## config.mk

```make
export PLATFORM = sky130hd
export DESIGN_NAME = frankie_io_hub
export DESIGN_NICKNAME = d
export VERILOG_FILES = /design/src/rtl/frankie_io_pkg.sv /design/src/rtl/frankie_io_fifo.sv /design/src/rtl/frankie_io_hub.sv
export SDC_FILE = /design/constraint.sdc
export NUM_CORES = 1
export LEC_CHECK = 0
export ABC_CLOCK_PERIOD_IN_PS = 2200
export CORE_ASPECT_RATIO = 1.4
export CORE_UTILIZATION = 25
export CTS_BUF_LIST = sky130_fd_sc_hd__clkbuf_8
export DETAILED_ROUTE_END_ITERATION = 6
export PLACE_DENSITY_LB_ADDON = 0.12
export SLEW_MARGIN = 5
export SYNTH_ARGS = -nofsm -noshare
export SYNTH_HDL_FRONTEND = slang
export SYNTH_SLANG_ARGS = --single-unit
```

## constraint.sdc

```tcl
create_clock -name clock -period 2.2 [get_ports clock]
set_input_delay 0.22 -clock clock [delete_from_list [all_inputs] [get_ports clock]]
set_output_delay 0.22 -clock clock [all_outputs]
set_load 0.01 [all_outputs]
```

## src/rtl/frankie_io_pkg.sv

```systemverilog
// Shared defaults and status-word layout for the frankie IO hub.
package frankie_io_pkg;

   localparam int DEF_DATA_W   = 16;
   localparam int DEF_CHANNELS = 4;
   localparam int DEF_IN_DEPTH = 4;

   // Status word is {underflow, full, nonempty}; field offset = index * CHANNELS.
   localparam int STAT_NONEMPTY_IDX  = 0;
   localparam int STAT_FULL_IDX      = 1;
   localparam int STAT_UNDERFLOW_IDX = 2;

   function automatic int stat_off(input int idx, input int channels);
      return idx * channels;
   endfunction

endpackage

```

## src/rtl/frankie_io_fifo.sv

```systemverilog
// Per-channel synchronous FIFO: head is visible combinationally, push/pop take effect on the edge.
// Push when full and pop when empty are ignored, so the caller decides what those mean.
module frankie_io_fifo #(
   parameter int DATA_W = 16,
   parameter int DEPTH  = 4
) (
   input  logic              clock,
   input  logic              reset,
   input  logic              push,
   input  logic [DATA_W-1:0] push_dat,
   input  logic              pop,
   output logic              full,
   output logic              empty,
   output logic [DATA_W-1:0] head
);

   localparam int PW = $clog2(DEPTH);

   logic [DATA_W-1:0] mem_q [DEPTH];
   logic [PW-1:0]     wr_ptr_q, rd_ptr_q;
   logic [PW:0]       count_q;
   logic              do_push, do_pop;

   assign full    = (count_q == (PW+1)'(DEPTH));
   assign empty   = (count_q == '0);
   assign head    = mem_q[rd_ptr_q];
   assign do_push = push && !full;
   assign do_pop  = pop && !empty;

   always_ff @(posedge clock or negedge reset) begin
      if (!reset) begin
         wr_ptr_q <= '0;
         rd_ptr_q <= '0;
         count_q  <= '0;
         for (int i = 0; i < DEPTH; i++) mem_q[i] <= '0;
      end else begin
         if (do_push) begin
            mem_q[wr_ptr_q] <= push_dat;
            wr_ptr_q        <= wr_ptr_q + 1'b1;
         end
         if (do_pop) rd_ptr_q <= rd_ptr_q + 1'b1;
         case ({do_push, do_pop})
            2'b10:   count_q <= count_q + 1'b1;
            2'b01:   count_q <= count_q - 1'b1;
            default: count_q <= count_q;
         endcase
      end
   end

endmodule

```

## src/rtl/frankie_io_hub.sv

```systemverilog
// IO hub: per-channel input FIFOs read by the core, output latches written by it; reads answer one cycle later.
// External pushes back off via io_in_ready; optional write-to-FIFO loopback under FRANKIE_IO_LOOPBACK_EN.
module frankie_io_hub
   import frankie_io_pkg::*;
#(
   parameter int DATA_W   = DEF_DATA_W,
   parameter int CHANNELS = DEF_CHANNELS,
   parameter int IN_DEPTH = DEF_IN_DEPTH
) (
   input  logic                         clock,
   input  logic                         reset,
   input  logic [$clog2(CHANNELS):0]    io_addr,
   input  logic                         io_rd,
   input  logic                         io_wr,
   input  logic [DATA_W-1:0]            io_wdata,
   output logic [DATA_W-1:0]            io_rdata,
   output logic                         io_rvalid,
   input  logic [CHANNELS*DATA_W-1:0]   io_in,
   input  logic [CHANNELS-1:0]          io_in_valid,
   output logic [CHANNELS-1:0]          io_in_ready,
   output logic [CHANNELS*DATA_W-1:0]   io_out,
   output logic [CHANNELS-1:0]          io_out_strobe
);

   localparam int AW   = $clog2(CHANNELS) + 1;
   localparam int SELW = AW - 1;
   localparam int SW   = 3 * CHANNELS;

   logic [DATA_W-1:0]   head     [CHANNELS];
   logic [DATA_W-1:0]   push_dat [CHANNELS];
   logic [DATA_W-1:0]   out_q    [CHANNELS];
   logic [CHANNELS-1:0] full, empty, push, pop, hit, lb_push;
   logic [CHANNELS-1:0] underflow_q, underflow_d, strobe_q, strobe_d;
   logic [DATA_W-1:0]   rdata_q, rdata_d;
   logic                rvalid_q;
   logic [SW-1:0]       stat;

   always_comb begin
      hit = '0;
      for (int c = 0; c < CHANNELS; c++) hit[c] = (io_addr[SELW-1:0] == SELW'(c));
   end

   always_comb begin
      stat = '0;
      stat[stat_off(STAT_NONEMPTY_IDX, CHANNELS)  +: CHANNELS] = ~empty;
      stat[stat_off(STAT_FULL_IDX, CHANNELS)      +: CHANNELS] = full;
      stat[stat_off(STAT_UNDERFLOW_IDX, CHANNELS) +: CHANNELS] = underflow_q;
   end

   // A read wins over a simultaneous write, so writes only decode when io_rd is low.
   always_comb begin
      rdata_d     = '0;
      underflow_d = underflow_q;
      strobe_d    = '0;
      pop         = '0;
      if (io_rd) begin
         if (io_addr[AW-1]) begin
            rdata_d     = DATA_W'(stat);
            underflow_d = '0;
         end else begin
            for (int c = 0; c < CHANNELS; c++) begin
               if (hit[c]) begin
                  if (empty[c]) underflow_d[c] = 1'b1;
                  else begin
                     rdata_d = head[c];
                     pop[c]  = 1'b1;
                  end
               end
            end
         end
      end else if (io_wr && !io_addr[AW-1]) begin
         strobe_d = hit;
      end
   end

`ifdef FRANKIE_IO_LOOPBACK_EN
   logic [CHANNELS-1:0] loopback_q;

   always_ff @(posedge clock or negedge reset) begin
      if (!reset) loopback_q <= '0;
      else if (io_wr && !io_rd && io_addr[AW-1]) loopback_q <= io_wdata[CHANNELS-1:0];
   end

   assign io_in_ready = ~full & ~loopback_q;
   assign lb_push     = strobe_d & loopback_q & ~full;
`else
   assign io_in_ready = ~full;
   assign lb_push     = '0;
`endif

   for (genvar c = 0; c < CHANNELS; c++) begin : g_ch
      assign push[c]     = (io_in_valid[c] && io_in_ready[c]) || lb_push[c];
      assign push_dat[c] = lb_push[c] ? io_wdata : io_in[c*DATA_W +: DATA_W];
      assign io_out[c*DATA_W +: DATA_W] = out_q[c];

      frankie_io_fifo #(.DATA_W(DATA_W), .DEPTH(IN_DEPTH)) u_fifo (
         .clock    (clock),
         .reset    (reset),
         .push     (push[c]),
         .push_dat (push_dat[c]),
         .pop      (pop[c]),
         .full     (full[c]),
         .empty    (empty[c]),
         .head     (head[c])
      );
   end

   always_ff @(posedge clock or negedge reset) begin
      if (!reset) begin
         rdata_q     <= '0;
         rvalid_q    <= 1'b0;
         underflow_q <= '0;
         strobe_q    <= '0;
         for (int c = 0; c < CHANNELS; c++) out_q[c] <= '0;
      end else begin
         rdata_q     <= rdata_d;
         rvalid_q    <= io_rd;
         underflow_q <= underflow_d;
         strobe_q    <= strobe_d;
         for (int c = 0; c < CHANNELS; c++) if (strobe_d[c]) out_q[c] <= io_wdata;
      end
   end

   assign io_rdata      = rdata_q;
   assign io_rvalid     = rvalid_q;
   assign io_out_strobe = strobe_q;

endmodule

```

# --- Word level (Yosys, flattened, before mapping) ---
# Cells that the tools add are included.
op_classes:
  reduce_logical: 47
  mux: 59
  n_eq_ne: 15
  bitwise_logic: 10
  n_addsub: 16
  n_lt_le_gt_ge: 12
op_table:
  columns: ["cell", "n"]
  rows:
  - ["$mux 16", 22]
  - ["$bwmux 64", 4]
  - ["$bmux 16 s2", 4]
  - ["$demux 16 s2", 4]
  - ["$ge 3x3->1 const B", 8]
  - ["$not 2->3", 8]
  - ["$pmux 3 s2", 4]
  - ["$reduce_bool 2->1", 12]
  - ["$mux 4", 5]
  - ["$logic_and 1x1->1", 17]
  - ["$add 2x1->2 const B", 8]
  - ["$mux 1", 16]
  - ["$add 3x1->3 const B", 4]
  - ["$eq 2x2->1 const B", 6]
  - ["$eq 3x3->1 const B", 4]
  - ["$logic_not 3->1", 4]
  - ["$lt 3x1->1 const B", 4]
  - ["$reduce_and 3->1", 4]
  - ["$sub 3x1->3 const B", 4]
  - ["$eq 2x1->1 const B", 5]
  - ["$logic_not 1->1", 9]
  - ["$not 4->4", 2]
  - ["$logic_not 2->1", 1]
totals:
  output_inout_bits: 89
  regBits: 373
  wordCells: 198
  inputBits: 91

# --- Longest topological paths before layout ---
logic_depth:
  ltp_word: 14
  mapped_depth: 10
  ltp_nobuf: 9

# --- By module ---
# From an unflattened synthesis, not the netlist that was laid out.
hier_totals:
  hier_cells: 1070
  area_unflattened_um2: 16779.8
by_module_without_submodules:
  columns: ["module", "area_per_inst_um2", "seq_area_each_um2", "instances", "cells_per_inst"]
  rows:
  - ["frankie_io_fifo (g_ch[0].u_fifo ...)", 3188.1, 1776.7, 3, 192]
  - ["frankie_io_hub", 4030.1, 2227.1, 1, 302]
  - ["frankie_io_fifo (g_ch[3].u_fifo)", 3185.6, 1776.7, 1, 192]

# --- Least setup slack after synthesis ---
# OpenSTA, ideal clock, no wires.
synth_path:
  path_kind: "flip-flop to flip-flop"
  start: "register g_ch[3].u_fifo.count_q[0]"
  end: "register g_ch[3].u_fifo.count_q[2]"
  n_path_buf: 1
  setup_time_ps: 79
  path_slack_ps: -41
  path_stages_with_launch: 11
  t_required_ps: 2121
  synth_period_minus_slack_ps: 2241
  t_arrival_ps: 2162
  cell_sequence: "dfrtp_1 -> or3b_4 -> and2_4 -> buf_12 -> inv_1 -> ha_1 -> inv_1 -> fa_1 -> xor2_1 -> nor2_1 -> xor2_1"
synth_between:
  elab_cells_between_ends: 18
  cone_classes: "add/sub: 2; eq/ne: 3; mux: 5; bitwise: 1; reduce/logical: 7"
synth_lines:
  columns: ["element", "line_no", "source"]
  rows:
  - ["from (decl)", "frankie_io_fifo.sv:21", "logic [PW:0] count_q;"]
  - ["from (signal assigned)", "frankie_io_fifo.sv:43", "2'b10: count_q <= count_q + 1'b1;"]
  - ["from (signal assigned)", "frankie_io_fifo.sv:44", "2'b01: count_q <= count_q - 1'b1;"]
  - ["from (signal assigned)", "frankie_io_fifo.sv:45", "default: count_q <= count_q;"]
  - ["$eq 3x3->1 (*)", "frankie_io_fifo.sv:24", "assign full = (count_q == (PW+1)'(DEPTH));"]
  - ["$not 4->4 (*)", "frankie_io_hub.sv:87", "assign io_in_ready = ~full;"]
  - ["net io_in_ready[3]", "frankie_io_hub.sv:20", "output logic [CHANNELS-1:0] io_in_ready,"]
  - ["$logic_and 1x1->1 (*)", "frankie_io_hub.sv:92", "assign push[c] = (io_in_valid[c] && io_in_ready[c]) || lb_push[c];"]
  - ["$logic_and 1x1->1 (*)", "frankie_io_fifo.sv:27", "assign do_push = push && !full;"]
  - ["$eq 2x1->1 / $eq 2x2->1 (equally long branches)", "frankie_io_fifo.sv:42", "case ({do_push, do_pop})"]
  - ["$pmux 3 s2 / $reduce_bool 2->1 (equally long branches)", null, null]
# Mark *: on every way through the listed nets, which the timed path passes. The rest lies on a longest branch.
# A chain may end at the register's enable or synchronous reset.

# --- Worst setup path in the final report ---
layout_path:
  start: "register g_ch[1].u_fifo.count_q[1]"
  end: "register g_ch[1].u_fifo.count_q[2]"
layout_between:
  elab_chain_len: 8
  elab_cells_between_ends: 18
  cone_classes: "add/sub: 2; eq/ne: 3; mux: 5; bitwise: 1; reduce/logical: 7"
layout_lines:
  columns: ["element", "line_no", "source"]
  rows:
  - ["from (decl)", "frankie_io_fifo.sv:21", null]
  - ["from (signal assigned)", "frankie_io_fifo.sv:43", null]
  - ["from (signal assigned)", "frankie_io_fifo.sv:44", null]
  - ["from (signal assigned)", "frankie_io_fifo.sv:45", null]
  - ["$logic_not 3->1", "frankie_io_fifo.sv:25", "assign empty = (count_q == '0);"]
  - ["$mux 1", "frankie_io_hub.sv:63", "if (empty[c]) underflow_d[c] = 1'b1;"]
  - ["$mux 1", "frankie_io_hub.sv:62", "if (hit[c]) begin"]
  - ["$mux 4", "frankie_io_hub.sv:57", "if (io_addr[AW-1]) begin"]
  - ["$mux 4", "frankie_io_hub.sv:56", "if (io_rd) begin"]
  - ["$logic_and 1x1->1", "frankie_io_fifo.sv:28", "assign do_pop = pop && !empty;"]
  - ["$eq 2x1->1 / $eq 2x2->1 (equally long branches)", "frankie_io_fifo.sv:42", null]
  - ["$pmux 3 s2 / $reduce_bool 2->1 (equally long branches)", null, null]
# Several ways; a longest one is shown, not always the timed one.

==> impl_metrics.yaml <==
run_status:
  run_status: "completed"
route:
  routed_via_density: 4.34
  wl_per_cell_um: 21.0
  vias: 10000
  wirelength_um: 48300
  first_pass_iters: 5
  antenna_left: 0
  drt_iter0_markers: 465
  remaining_drc_errors: 0
placement:
  port_buffers: 179
  gp_congestion: 0.749
  dp_slack_ns: -0.199
  placed_cell_area_um2: 20700
  hpwl_um: 33200
layout:
  drive_above_1_share: 0.424
  design_area_um2: 22000
  fillCellCount: 6899
  area_growth_pct: 24.6
  seqCellArea_um2: 9330
  finish.net_count: 1447
  multiInputGateArea_um2: 7550
sta:
  min_period_ns: 2.10
  hold_violations: 0
  fin_skew_ns: 0.0339
  slew_headroom: 0.659
  post-route-worst-setup-slack_ns: 0.0975
  fmax_mhz: 476
  fin_crit_sh: 0.956
  worstMarginPinSlew_ns: 0.512
  rsz0062_at_grt: "true"
  maxSlewViolCount: 0
  setup_viol: 0
critical_path:
  crit_fanout: 3
  r2r_slack_ns: 0.1
  crit_start: "g_ch[1].u_fifo.count_q[1]$_DFFE_PN0P_"
  cp-end-kind: "flop"
  crit_required_ns: 2.76
  worstSetupStartpointType: "flop"
  regToRegStartpoint: "g_ch[1].u_fifo.count_q[1]$_DFFE_PN0P_"
  r2r-end: "g_ch[1].u_fifo.count_q[2]$_DFFE_PN0P_"
  critPathKind: "flop to flop"
  rr_worst_depth: 9
  cp_data_arrival_time_ns: 2.66
  crit_path_end: "g_ch[1].u_fifo.count_q[2]$_DFFE_PN0P_"
grt:
  track_usage: 0.139
  gr-total-overflow: 0
  antenna_found_initial: 3
  grt_pass1_wl_um: 73100
  first_global_vias: 11000
  grt_max_degree: 69
die:
  die_w_um: 226
  dieArea_um2: 71600
  start_util: 0.254
  io_pins: 180
  core-area_um2: 69500
  die_y_um: 316
  rows: 114
power:
  vdd_drop_max_v: 0.000482
  total_power_mw: 31.0
  p_leak_nw: 9.68
  power.density_nw_per_um2: 1410
cts:
  htreeDepth: 3
  cts_buffers: 69
  cts_tree: "done"
  cts_buffer_depth: 3
  cts.sinks: 373
  root_buffer: "clkbuf_8"
  insertion_delay_ns: 0.65
  path_clk_slew_ns: 0.06
synthesis:
  synthCells: 1075
  synthArstFlopShare: 1.00
  synth_seq_cells: 373
  synth_nets: 1190
  synth_ff_type: "dfrtp_1"
  synthesis.area_um2: 17600
  seq_area_frac_synth: 0.530
  synth_cell_type_count: 47
  synth_edf_count: 0
  yosysWarnings: 0
  avgSynthCellArea_um2: 16.4
run:
  max_cap_viol_count: 0
min_path:
  hp-class: "primary input to asynchronous set/reset pin"
-- layout by cell type, fill, tap and decap left out, drive strengths merged, types with 2 or more instances in the layout --
cell type / Yosys / routed
a211oi: 4 / 4
a21oi: 14 / 14
a311o: 5 / 5
a311oi: 7 / 7
a31oi: 6 / 6
a41oi: 2 / 2
and2: 4 / 4
buf: 53 / 68
clkbuf: 8 / 79
clkdlybuf4s50: 0 / 174
clkinv: 0 / 6
clkinvlp: 0 / 2
dfrtp: 373 / 373
dlygate4sd2: 0 / 3
fa: 4 / 4
ha: 20 / 20
inv: 30 / 57
mux2: 320 / 320
mux4: 64 / 64
nand2: 36 / 36
nand2b: 2 / 2
nand3: 29 / 29
nor2: 8 / 8
nor2b: 8 / 8
nor3: 17 / 17
o21ai: 13 / 13
o22ai: 4 / 4
o311a: 6 / 6
or3: 3 / 3
or3b: 4 / 4
xnor2: 13 / 13
xor2: 11 / 11
-- per-layer routing --
metal / vias to the layer above / part of all wire / GRT usage
li1: 4436 / - / -
met1: 5189 / 0.44 / 0.179
met2: 291 / 0.47 / 0.222
met3: 86 / 0.063 / 0.0372
met4: 4 / 0.028 / 0.0536
met5: - / 0.00050 / 0
-- state kept, by name, indices dropped and copies added (netlist names) --
| name | count |
|---|---|
| io_out_strobe | 4 |
| g_ch.u_fifo.wr_ptr_q | 8 |
| io_rvalid | 1 |
| g_ch.u_fifo.rd_ptr_q | 8 |
| io_out | 64 |
| underflow_q | 4 |
| g_ch.u_fifo.mem_q | 256 |
| io_rdata | 16 |
| g_ch.u_fifo.count_q | 12 |
-- cells by family after synthesis --
logic type,Yosys count,share of synthesized area
muxes,385,0.321
DFF,373,0.530
and+or+nand+nor,114,0.0495
buffers and inverters,91,0.0439
AOI/OAI and AO/OA,64,0.0252
xor gates and xnor gates,24,0.0119
adders and majority gates,24,0.0187
-- synthesized netlist by cell type, types with 9 or more instances --
cell | instances | area [um2]
mux4_2 | 63 | 1420
ha_1 | 20 | 250
dfrtp_1 | 373 | 9330
buf_2 | 19 | 95.1
nor3_1 | 16 | 80.1
o21ai_0 | 13 | 65.1
buf_4 | 9 | 67.6
buf_12 | 21 | 420
nand2_1 | 18 | 67.6
inv_1 | 30 | 113
xnor2_1 | 13 | 114
nand3_1 | 28 | 140
a21oi_1 | 14 | 70.1
mux2_4 | 160 | 2400
xor2_1 | 11 | 96.3
mux2_2 | 160 | 1800
nand2_8 | 16 | 320
-- critical path, cell delays in order (launching register included) --
cell and delay (ns):
dfrtp_1 0.38, or3b_4 0.44, and2_4 0.17, inv_1 0.05
ha_2 0.16, inv_1 0.05, fa_2 0.33, xor2_1 0.14
nor2_1 0.12, xor2_1 0.16
-- how the worst min path moves through the flow --
stage	depth (start not counted)	slack, ns	from	endpoint
global placement	1	0.20	reset	io_out[39]$_DFFE_PN0P_
detailed placement	1	0.20	reset	io_out[7]$_DFFE_PN0P_
finish	2	0.12	reset	io_out[39]$_DFFE_PN0P_
CTS	2	0.09	reset	io_out[39]$_DFFE_PN0P_
global route	2	0.15	reset	io_out[39]$_DFFE_PN0P_
floorplan	0	-0.08	reset	g_ch[0].u_fifo.count_q[0]$_DFFE_PN0P_
-- stage by stage --
stage / std cells / hold WS, ns / TNS, ns / utilization
2_1_floorplan: 1075 / -0.0756 / -0.0183 / -
5_1_grt: 2305 / 0.149 / -0.00193 / 0.316
6_report: 2305 / 0.119 / 0 / 0.316
3_5_place_dp: 2187 / 0.195 / -0.820 / 0.298
3_3_place_gp: 2187 / 0.196 / -0.550 / 0.298
4_1_cts: 2304 / 0.0898 / 0 / 0.316
-- power by group --
part	internal, mW	switching [mW]
logic	7.59	5.46
clock network	3.37	3.03
registers	9.93	1.65
total	20.9	10.1
-- layout make-up --
class                   count  area share
well taps                 928      0.0529
flip-flops and latches    373       0.425
inverters                  30     0.00513
multi-input cells         611       0.344
diodes                      1    0.000114
repair buffers            247       0.115
clock buffers              79      0.0495
clock inverters            36     0.00849
-- timing repair --
item                                   in CTS  in global routing
buffers inserted                            1                  0
resized for setup                           5                  3
pin swaps                                   0                  3
setup endpoints to repair                   4                  3
hold buffers                                1                  0
endpoints found under the hold margin     348                  0
Note: power is estimated with default switching activity, not from simulation.
